--- config.mk ---
export PLATFORM = sky130hd
export DESIGN_NAME = sobel_gradient
export DESIGN_NICKNAME = d
export VERILOG_FILES = /design/src/rtl/definitions_pkg.sv /design/src/rtl/sobel_kernel.sv /design/src/rtl/sobel_gradient.sv
export SDC_FILE = /design/constraint.sdc
export NUM_CORES = 1
export LEC_CHECK = 0
export ABC_CLOCK_PERIOD_IN_PS = 7300
export BUFFER_PORTS_ARGS = -buffer_cell sky130_fd_sc_hd__buf_2
export CORE_MARGIN = 1.5
export CORE_UTILIZATION = 35
export CTS_CLUSTER_DIAMETER = 200
export DETAILED_ROUTE_END_ITERATION = 16
export GPL_ROUTABILITY_DRIVEN = 0
export PLACE_DENSITY_LB_ADDON = 0.08
export SKIP_LAST_GASP = 1
export SYNTH_ARGS = -nofsm -noshare
export SYNTH_HDL_FRONTEND = slang
export SYNTH_SLANG_ARGS = --single-unit
--- constraint.sdc ---
create_clock -name clk -period 7.3 [get_ports clk]
set_clock_uncertainty 0.05 [all_clocks]
set_input_delay 1.095 -clock clk [delete_from_list [all_inputs] [get_ports clk]]
set_output_delay 1.095 -clock clk [all_outputs]
set_load 0.005 [all_outputs]
--- src/rtl/definitions_pkg.sv ---
// -----------------------------------------------------------------------------
// definitions_pkg
// Shared image-pipeline definitions: frame geometry, Sobel direction codes,
// Q8 tangent thresholds and the datapath widths of the gradient stage.
// -----------------------------------------------------------------------------
package definitions_pkg;

    // Frame geometry.
    localparam int IMAGE_WIDTH  = 512;
    localparam int IMAGE_HEIGHT = 512;

    // Gradient magnitude scaling.
    localparam int MAG_SHIFT = 2;

    // tan(22.5 deg) and tan(67.5 deg) in Q8.
    localparam int TAN22_Q8 = 106;
    localparam int TAN67_Q8 = 618;

    // Datapath widths: signed gradient, its magnitude, |Gx|+|Gy| and the
    // direction-comparison products.
    localparam int GRAD_W = 11;
    localparam int ABS_W  = 10;
    localparam int SUM_W  = 11;
    localparam int PROD_W = 20;

    typedef enum logic [1:0] {
        DIR_0   = 2'd0,
        DIR_45  = 2'd1,
        DIR_90  = 2'd2,
        DIR_135 = 2'd3
    } grad_dir_t;

    // Magnitude of a signed gradient. The gradient never reaches -1024, so
    // the negated value always fits the 10-bit result.
    function automatic logic [ABS_W-1:0] abs_grad(input logic signed [GRAD_W-1:0] g);
        logic signed [GRAD_W-1:0] neg;
        neg = -g;
        if (g[GRAD_W-1]) begin
            return neg[ABS_W-1:0];
        end else begin
            return g[ABS_W-1:0];
        end
    endfunction

endpackage

--- src/rtl/sobel_kernel.sv ---
// -----------------------------------------------------------------------------
// sobel_kernel
// Combinational Sobel Gx/Gy of one 3x3 window.
// Ports:
//   win_data [71:0]  window; row r = bits [24r+23:24r] (r=0 top),
//                    column c of a row = bits [8c+7:8c] (c=0 left)
//   gx, gy   [10:0]  signed gradients, range +/-1020
// -----------------------------------------------------------------------------
module sobel_kernel
    import definitions_pkg::*;
(
    input  logic [71:0]              win_data,
    output logic signed [GRAD_W-1:0] gx,
    output logic signed [GRAD_W-1:0] gy
);

    logic [7:0] p00, p01, p02;
    logic [7:0] p10, p12;
    logic [7:0] p20, p21, p22;

    assign p00 = win_data[7:0];
    assign p01 = win_data[15:8];
    assign p02 = win_data[23:16];
    assign p10 = win_data[31:24];
    assign p12 = win_data[47:40];
    assign p20 = win_data[55:48];
    assign p21 = win_data[63:56];
    assign p22 = win_data[71:64];

    // Each weighted column/row sum peaks at 1020, so 10 bits hold it and
    // the difference fits 11-bit signed.
    logic [9:0] gx_pos, gx_neg, gy_pos, gy_neg;

    // Weighted sums of the outer columns and rows, then their differences.
    always_comb begin
        gx_pos = {2'b00, p02} + {1'b0, p12, 1'b0} + {2'b00, p22};
        gx_neg = {2'b00, p00} + {1'b0, p10, 1'b0} + {2'b00, p20};
        gy_pos = {2'b00, p20} + {1'b0, p21, 1'b0} + {2'b00, p22};
        gy_neg = {2'b00, p00} + {1'b0, p01, 1'b0} + {2'b00, p02};
        gx     = $signed({1'b0, gx_pos}) - $signed({1'b0, gx_neg});
        gy     = $signed({1'b0, gy_pos}) - $signed({1'b0, gy_neg});
    end

endmodule

--- src/rtl/sobel_gradient.sv ---
// -----------------------------------------------------------------------------
// sobel_gradient
// Three-stage pipeline turning one 3x3 window per valid cycle into an 8-bit
// saturated gradient magnitude and a 2-bit quantised direction, with row and
// frame position flags. Fixed latency of three cycles, no back-pressure.
// Ports:
//   clk, rstN            clock, synchronous active-low reset
//   win_data [71:0]      3x3 window (see sobel_kernel for the layout)
//   win_valid            window present this cycle
//   grad_mag [7:0]       min(255, (|Gx|+|Gy|) >> MAG_SHIFT), 0 on border columns
//   grad_dir [1:0]       0=0, 1=45, 2=90, 3=135 degrees, 0 on border columns
//   grad_valid           outputs valid
//   grad_eol, grad_eof   last window of a row / of the frame
// -----------------------------------------------------------------------------
module sobel_gradient #(
    parameter int IMAGE_WIDTH  = definitions_pkg::IMAGE_WIDTH,
    parameter int IMAGE_HEIGHT = definitions_pkg::IMAGE_HEIGHT,
    parameter int MAG_SHIFT    = definitions_pkg::MAG_SHIFT
) (
    input  logic        clk,
    input  logic        rstN,
    input  logic [71:0] win_data,
    input  logic        win_valid,
    output logic [7:0]  grad_mag,
    output logic [1:0]  grad_dir,
    output logic        grad_valid,
    output logic        grad_eol,
    output logic        grad_eof
);

    localparam int GRAD_W = definitions_pkg::GRAD_W;
    localparam int ABS_W  = definitions_pkg::ABS_W;
    localparam int SUM_W  = definitions_pkg::SUM_W;
    localparam int PROD_W = definitions_pkg::PROD_W;
    localparam int COL_W  = $clog2(IMAGE_WIDTH);
    localparam int ROW_W  = $clog2(IMAGE_HEIGHT);

    localparam logic [COL_W-1:0]  COL_LAST   = COL_W'(IMAGE_WIDTH - 1);
    localparam logic [COL_W-1:0]  COL_BORDER = COL_W'(IMAGE_WIDTH - 2);
    localparam logic [ROW_W-1:0]  ROW_LAST   = ROW_W'(IMAGE_HEIGHT - 3);
    localparam logic [PROD_W-1:0] TAN22      = PROD_W'(definitions_pkg::TAN22_Q8);
    localparam logic [PROD_W-1:0] TAN67      = PROD_W'(definitions_pkg::TAN67_Q8);

    // ---------------- window position ----------------
    logic [COL_W-1:0] col_r;
    logic [ROW_W-1:0] row_r;
    logic             eol_s, eof_s, border_s;

    // Column/row position of the window being accepted; holds on bubbles.
    always_ff @(posedge clk) begin
        if (!rstN) begin
            col_r <= {COL_W{1'b0}};
            row_r <= {ROW_W{1'b0}};
        end else if (win_valid) begin
            if (col_r == COL_LAST) begin
                col_r <= {COL_W{1'b0}};
                if (row_r == ROW_LAST) begin
                    row_r <= {ROW_W{1'b0}};
                end else begin
                    row_r <= row_r + {{(ROW_W-1){1'b0}}, 1'b1};
                end
            end else begin
                col_r <= col_r + {{(COL_W-1){1'b0}}, 1'b1};
            end
        end
    end

    // The last two columns of a row straddle the line-buffer wrap.
    always_comb begin
        eol_s    = (col_r == COL_LAST);
        eof_s    = eol_s && (row_r == ROW_LAST);
        border_s = (col_r >= COL_BORDER);
    end

    // ---------------- S1: gradients ----------------
    logic signed [GRAD_W-1:0] gx_s, gy_s;

    sobel_kernel u_kernel (
        .win_data (win_data),
        .gx       (gx_s),
        .gy       (gy_s)
    );

    logic signed [GRAD_W-1:0] s1_gx_r, s1_gy_r;
    logic                     s1_valid_r, s1_border_r, s1_eol_r, s1_eof_r;

    // S1 register: gradients plus the position flags of the window.
    always_ff @(posedge clk) begin
        if (!rstN) begin
            s1_gx_r     <= {GRAD_W{1'b0}};
            s1_gy_r     <= {GRAD_W{1'b0}};
            s1_valid_r  <= 1'b0;
            s1_border_r <= 1'b0;
            s1_eol_r    <= 1'b0;
            s1_eof_r    <= 1'b0;
        end else begin
            s1_gx_r     <= gx_s;
            s1_gy_r     <= gy_s;
            s1_valid_r  <= win_valid;
            s1_border_r <= border_s;
            s1_eol_r    <= eol_s && win_valid;
            s1_eof_r    <= eof_s && win_valid;
        end
    end

    // ---------------- S2: magnitudes and direction compares ----------------
    logic [ABS_W-1:0]  ax_s, ay_s;
    logic [SUM_W-1:0]  sum_s;
    logic [PROD_W-1:0] ay_q8_s, ax_t22_s, ax_t67_s;
    logic              lo_s, hi_s, same_s;

    // Compare ay*256 against ax*tan in Q8 to avoid a divider.
    always_comb begin
        ax_s     = definitions_pkg::abs_grad(s1_gx_r);
        ay_s     = definitions_pkg::abs_grad(s1_gy_r);
        sum_s    = {1'b0, ax_s} + {1'b0, ay_s};
        ay_q8_s  = PROD_W'(ay_s) << 8;
        ax_t22_s = PROD_W'(ax_s) * TAN22;
        ax_t67_s = PROD_W'(ax_s) * TAN67;
        lo_s     = (ay_q8_s <= ax_t22_s);
        hi_s     = (ay_q8_s >= ax_t67_s);
        same_s   = (s1_gx_r[GRAD_W-1] == s1_gy_r[GRAD_W-1]);
    end

    logic [SUM_W-1:0] s2_sum_r;
    logic             s2_lo_r, s2_hi_r, s2_same_r;
    logic             s2_valid_r, s2_border_r, s2_eol_r, s2_eof_r;

    // S2 register. ax/ay are not kept: only their sum and compares are used.
    always_ff @(posedge clk) begin
        if (!rstN) begin
            s2_sum_r    <= {SUM_W{1'b0}};
            s2_lo_r     <= 1'b0;
            s2_hi_r     <= 1'b0;
            s2_same_r   <= 1'b0;
            s2_valid_r  <= 1'b0;
            s2_border_r <= 1'b0;
            s2_eol_r    <= 1'b0;
            s2_eof_r    <= 1'b0;
        end else begin
            s2_sum_r    <= sum_s;
            s2_lo_r     <= lo_s;
            s2_hi_r     <= hi_s;
            s2_same_r   <= same_s;
            s2_valid_r  <= s1_valid_r;
            s2_border_r <= s1_border_r;
            s2_eol_r    <= s1_eol_r;
            s2_eof_r    <= s1_eof_r;
        end
    end

    // ---------------- S3: saturation and direction code ----------------
    logic [SUM_W-1:0]           shifted_s;
    logic [7:0]                 mag_s;
    definitions_pkg::grad_dir_t dir_s;

    // Border windows are forced to zero magnitude and 0-degree direction.
    always_comb begin
        shifted_s = s2_sum_r >> MAG_SHIFT;
        mag_s     = 8'd0;
        dir_s     = definitions_pkg::DIR_0;
        if (s2_border_r) begin
            mag_s = 8'd0;
            dir_s = definitions_pkg::DIR_0;
        end else begin
            if (shifted_s > SUM_W'(255)) begin
                mag_s = 8'hFF;
            end else begin
                mag_s = shifted_s[7:0];
            end
            if (s2_lo_r) begin
                dir_s = definitions_pkg::DIR_0;
            end else if (s2_hi_r) begin
                dir_s = definitions_pkg::DIR_90;
            end else if (s2_same_r) begin
                dir_s = definitions_pkg::DIR_45;
            end else begin
                dir_s = definitions_pkg::DIR_135;
            end
        end
    end

    // S3 register drives the outputs.
    always_ff @(posedge clk) begin
        if (!rstN) begin
            grad_mag   <= 8'd0;
            grad_dir   <= 2'd0;
            grad_valid <= 1'b0;
            grad_eol   <= 1'b0;
            grad_eof   <= 1'b0;
        end else begin
            grad_mag   <= mag_s;
            grad_dir   <= dir_s;
            grad_valid <= s2_valid_r;
            grad_eol   <= s2_eol_r;
            grad_eof   <= s2_eof_r;
        end
    end

endmodule

Word-level counts from Yosys, hierarchy flattened
Index checks and enable logic that the tools add are counted.
W data, S select, Z words.
{"block": "totals", "reg_bits": 75, "input_bits": 75, "out_inout_bits": 13, "elab_cells": 61}
{"block": "op_classes", "n_addsub": 15, "n_mul": 2, "order_cmp": 4, "n_eq_ne": 3, "mux": 7, "bitwise_logic": 1, "reduce_logical": 7}
{"cell": "$add A10 B8 Y10", "n": 4}
{"cell": "$add A8 B9 Y10", "n": 4}
{"cell": "$sub A10 B10 Y11", "n": 2}
{"cell": "$ge A18 B20 Y1", "n": 1}
{"cell": "$mux W10", "n": 2}
{"cell": "$neg A10 Y10", "n": 2}
{"cell": "$mul A10 B9 Y19 const B", "n": 1}
{"cell": "$add A9 B1 Y9 const B", "n": 2}
{"cell": "$eq A9 B9 Y1 const B", "n": 2}
{"cell": "$le A18 B17 Y1", "n": 1}
{"cell": "$mux W9", "n": 2}
{"cell": "$mul A10 B6 Y16 const B", "n": 1}
{"cell": "$add A10 B10 Y11", "n": 1}
{"cell": "$ge A9 B9 Y1 const B", "n": 1}
{"cell": "$gt A9 B8 Y1 const B", "n": 1}
{"cell": "$mux W8", "n": 1}
{"cell": "$mux W2", "n": 2}
{"cell": "$reduce_or A4 Y1", "n": 1}
{"cell": "$logic_and A1 B1 Y1", "n": 3}
{"cell": "$reduce_or A3 Y1", "n": 1}
{"cell": "$reduce_and A2 Y1", "n": 1}
{"cell": "$reduce_or A2 Y1", "n": 1}
{"cell": "$eq A1 B1 Y1", "n": 1}
{"cell": "$not A1 Y1", "n": 1}

Depth between registers and ports, before layout
{"block": "depth", "ltp_word": 4, "depth_mapped": 28, "mapped_depth_nobuf": 28}

By module
A second synthesis with hierarchy kept.
{"block": "unflattened", "hier_cells": 919, "hier_area_um2": 8294.2}
{"mod": "sobel_gradient", "instances": 1, "cells_per_inst": 645, "area_per_inst_um2": 5880.6, "seq_area_each_um2": 1461.4}
{"mod": "sobel_kernel", "instances": 1, "cells_per_inst": 274, "area_per_inst_um2": 2413.6, "seq_area_each_um2": 0.0}

Worst setup path before layout
Ideal clock, no wire load.
{"block": "synth_timing", "path_kind": "reg2reg", "start": "register s1_gx_r[0]", "end": "register s2_hi_r", "setup_ns": 0.133, "t_arrival_ns": 6.248, "required_time_ns": 7.117, "setup_slack_ns": 0.869, "stages_incl_launch_ff": 24, "path_buffers": 0, "period_less_slack_ns": 6.431, "path_cell_list": "dfxtp_1 or3_1 or3_1 o31a_1 xnor2_1 inv_1 ha_1 inv_1 fa_1 fa_1 fa_1 inv_1 ha_1 or4_4 a41o_1 a21oi_2 o21ai_0 xnor2_1 ha_1 or4_1 a21oi_1 o31ai_1 o221ai_1 a311oi_2"}
{"block": "synth_between", "elab_chain_cells": 4}
{"element": "start: declaration", "line": "sobel_gradient.sv:84", "text": "logic signed [GRAD_W-1:0] s1_gx_r, s1_gy_r;"}
{"element": "start signal: assignment", "line": "sobel_gradient.sv:90", "text": "s1_gx_r <= {GRAD_W{1'b0}};"}
{"element": "start signal: assignment", "line": "sobel_gradient.sv:97", "text": "s1_gx_r <= gx_s;"}
{"element": "$neg A10 Y10", "line": "definitions_pkg.sv:37", "text": "neg = -g;"}
{"element": "$mux W10 (*)", "line": "definitions_pkg.sv:38", "text": "if (g[GRAD_W-1]) begin"}
{"element": "$mul A10 B9 Y19 (*)", "line": "sobel_gradient.sv:119", "text": "ax_t67_s = PROD_W'(ax_s) * TAN67;"}
{"element": "$ge A18 B20 Y1 (*)", "line": "sobel_gradient.sv:121", "text": "hi_s = (ay_q8_s >= ax_t67_s);"}
{"element": "end signal: assignment", "line": "sobel_gradient.sv:143", "text": "s2_hi_r <= hi_s;"}
{"element": "end: declaration", "line": "sobel_gradient.sv:126", "text": "logic s2_lo_r, s2_hi_r, s2_same_r;"}
Mark *: on every way between the ends. The rest lies on a longest branch, timed or not.
A chain may end at the register's enable or synchronous reset.

Final worst setup path
{"block": "layout_timing", "start": "register s1_gx_r[2]", "end": "register s2_hi_r"}
The elaborated chain is that of the path after synthesis.

==> results_tabular.tex <==
\begin{tabular}{lr}
\hline
Metric & Value \\
\hline
\multicolumn{2}{l}{\textbf{Clock tree}} \\
\quad Clk slew on worst S/H paths & 60 ps \\
\quad Number of buffers created by CTS & 9 \\
\quad H-tree levels & 3 \\
\quad Buffer cell driving the clock tree root & clkbuf\_16 \\
\quad Clock latency reported for the late side of the worst-skew pair & 330 ps \\
\quad Post-CTS resize count & 0 \\
\quad Clock tree from TritonCTS & built \\
\quad Sinks on the clock net & 73 \\
\quad Cts hold-fix bufs & 0 \\
\quad Setup bufs post-CTS & 0 \\
\quad Maximum clock path buffer count & 2 \\
\multicolumn{2}{l}{\textbf{Final layout}} \\
\quad Area of combinational cells with multiple inputs & 0.005992 mm² \\
\quad Layout Nets & 1247 \\
\quad Fillers & 2308 \\
\quad Share of cells above drive strength 1 & 12.01\% \\
\quad Antenna cells & 0 \\
\quad Area growth syn-to-layout & 13.56\% \\
\quad Number of standard cells in the layout, taps in and fillers out & 1234 \\
\quad Sequential cell area in the final layout & 0.001461 mm² \\
\multicolumn{2}{l}{\textbf{Synth}} \\
\quad Leading area contributor after synthesis & fa\_1 \\
\quad Cell types occupying the most area after synthesis & fa\_1 (24\%), ha\_1 (21\%), dfxtp\_1 (18\%) \\
\quad Post-synthesis register bit count & 73 \\
\quad Yosys top cell area share & 23.64\% \\
\quad Part of the Yosys area used for sequential elements & 18.17\% \\
\quad Net count of the mapped netlist & 1159 \\
\quad Warnings from Yosys & 0 \\
\quad Async set-or-reset flop fraction in the synthesized netlist & 0\% \\
\quad Area of the mapped netlist & 0.008044 mm² \\
\quad Most used standard cell by instance count after synthesis & inv\_1 \\
\quad Top cell types by occurrence after synthesis & inv\_1 (144), ha\_1 (133), fa\_1 (95), nor2\_1 (84), dfxtp\_1 (73) \\
\quad Top\_reg\_cell synth & dfxtp\_1 \\
\quad Count of flip-flops with a built-in enable after synthesis & 0 \\
\quad Avg Synthesized Cell Area & 9.397 µm² \\
\quad Post-synthesis cell type count & 59 \\
\quad Number of instances in the synthesized netlist & 856 \\
\multicolumn{2}{l}{\textbf{Place}} \\
\quad Post-detailed-placement half-perimeter wirelength & 14090 µm \\
\quad Number of I/O port buffers & 79 \\
\quad Post-placement cell count & 1218 \\
\quad DP Worst Slack & 592.2 ps \\
\multicolumn{2}{l}{\textbf{Route}} \\
\quad Post-route antenna net violation count & 0 \\
\quad Wire per inst & 13.44 µm \\
\quad Number of remaining DRC errors & 0 \\
\quad Via count of the routed design & 5716 \\
\quad First-pass DRT Iterations & 4 \\
\quad Violation count after the first detailed-routing iteration & 162 \\
\quad Per-cell via count in the routed design & 4.632 \\
\quad Routed wire length & 16580 µm \\
\multicolumn{2}{l}{\textbf{Critical path}} \\
\quad CP Max Fanout & 4 \\
\quad Reg2Reg Setup Slack & 630 ps \\
\quad Worst path top cell family by delay & adder cells \\
\quad Length in cells of the worst reg-to-reg path & 23 \\
\quad Worst path arrival time & 6820 ps \\
\quad Terminus of the critical flop-to-flop path & s2\_hi\_r \\
\quad Cell breakdown of the critical path & or3\_1 -> or3\_1 -> o31a\_1 -> xnor2\_1 -> inv\_1 -> ha\_1 -> inv\_1 -> fa\_1 -> fa\_1 -> fa\_1 -> inv\_1 -> ha\_1 -> or4\_4 -> a41o\_1 -> a21oi\_2 -> o21ai\_0 -> xnor2\_1 -> ha\_1 -> or4\_1 -> a21oi\_1 -> o31ai\_1 -> o221ai\_1 -> a311oi\_2 \\
\quad Type of element launching the critical path & register \\
\quad Type of destination of the critical path & register \\
\quad Worst flop-to-flop path startpoint & s1\_gx\_r[2] \\
\quad Required time at the worst-slack endpoint & 7460 ps \\
\quad Critical setup path kind & reg2reg \\
\quad Biggest cell delay along the critical path & 550 ps \\
\quad Worst-path cell with the longest stage delay & fa\_1 \\
\quad Sum of buffers and inverters on the critical path & 3 \\
\multicolumn{2}{l}{\textbf{Global routing}} \\
\quad Remaining Overflow, GRT & 0 \\
\quad Total track usage & 15.16\% \\
\quad Number of antenna violations at the first check in global routing & 0 \\
\quad Vias in the first global route & 6014 \\
\quad Global-route wire length before repair & 28470 µm \\
\quad Largest net degree at the start of global routing & 30 \\
\multicolumn{2}{l}{\textbf{Timing}} \\
\quad Slack of the critical path & 632.0 ps \\
\quad Setup repair after global routing missed its margin & no \\
\quad Number of max-slew violations in the final report & 0 \\
\quad Hold Fails Final Rpt & 0 \\
\quad Count of endpoints failing setup in the final report & 0 \\
\quad Fin crit period & 6668 ps \\
\quad Highest clock frequency the design can meet & 0.1500 GHz \\
\quad Transition at the pin with the smallest max-transition slack & 921.0 ps \\
\quad Share of the clock period used by the worst path after layout & 91.34\% \\
\quad Setup TNS & 0 ps \\
\quad Slew HR & 38.16\% \\
\multicolumn{2}{l}{\textbf{Floorplan}} \\
\quad IO Pins & 88 \\
\quad Row count & 55 \\
\quad Chip Height & 154.6 µm \\
\quad Die width & 154.6 µm \\
\quad Die Area & 0.02390 mm² \\
\quad Placeable core area & 0.02257 mm² \\
\quad Initial core utilization & 35.64\% \\
\multicolumn{2}{l}{\textbf{Run}} \\
\quad Max cap viols & 0 \\
\multicolumn{2}{l}{\textbf{Hold path}} \\
\quad Hold Startpoint & s2\_lo\_r \\
\quad Class of the most critical hold timing path & reg2reg \\
\quad Endpoint, Worst Hold & grad\_dir[1] \\
\quad Cell count of the worst hold path & 1 \\
\multicolumn{2}{l}{\textbf{Outcome}} \\
\quad Run status & finished, final reports clean \\
\hline
\end{tabular}
placed cells by master (no fill, tap or decap), drive strengths merged, types with 8 or more instances in the layout:
cell	n
ha	133
nand2b	12
buf	88
fa	95
inv	144
nand2	38
xor2	39
a21o	8
nand4	8
dfxtp	73
xnor2	26
a21oi	25
nor2b	9
or3	9
clkbuf	10
o21ai	28
and2	17
and3	9
nor3	17
nor2	85
state kept, by name (all words and copies together) (netlist names), 2 cells and up:
register	count
s1_gx_r	11
s1_gy_r	11
col_r	9
row_r	9
s2_sum_r	9
grad_mag	8
grad_dir	2
worst max path at each step:
stage	start	to	slack, ps	depth (start not counted)
after CTS	s1_gx_r[2]	s2_hi_r	570	23
after floorplan	s1_gx_r[0]	s2_hi_r	870	23
after detailed placement	s1_gx_r[2]	s2_hi_r	590	23
after global routing	s1_gx_r[2]	s2_hi_r	220	23
after global placement	s1_gx_r[2]	s2_hi_r	600	23
final	s1_gx_r[2]	s2_hi_r	630	23
logic make-up (layout without fill, tap and decap cells):
group / Yosys count / after routing / synth area share [%]
AO/OA/AOI/OAI: 106 / 106 / 8.867
XOR/XNOR: 65 / 65 / 7.077
adder cells (fa/ha/maj): 228 / 228 / 44.33
buffers and inverters: 155 / 248 / 7.342
flip-flops: 73 / 73 / 18.17
multiplexers: 6 / 6 / 0.7622
AND/OR/NAND/NOR: 223 / 223 / 13.45
per-layer routing:
layer / vias to the layer above / track usage (%) / routed length [µm]
met4: 0 / 4.029 / 230
li1: 2982 / - / -
met1: 2660 / 19.67 / 7929
met2: 62 / 26.58 / 8093
met5: - / 0 / 0
met3: 12 / 1.933 / 325
cell type report:
class / instances / share of cell area (%)
clock inverters: 6 / 1.014
multi-input cells: 628 / 65.59
well taps: 285 / 3.904
repair buffers: 88 / 5.068
flip-flops and latches: 73 / 16.00
clock buffers: 10 / 2.507
inverters: 144 / 5.917
through the flow:
stage / instance area, µm² / util (%) / hold WS [ps]
after global routing: 9135 / 40.47 / 391.3
after floorplan: 8044 / - / 348.2
after global placement: 8813 / 39.05 / 365.1
final: 9135 / 40.47 / 376.8
after CTS: 9135 / 40.47 / 383.3
after detailed placement: 8813 / 39.05 / 365.1
Power is left out: the tool's default activity adds up to more than one toggle a clock period on the data nets, which glitch-free logic cannot reach.
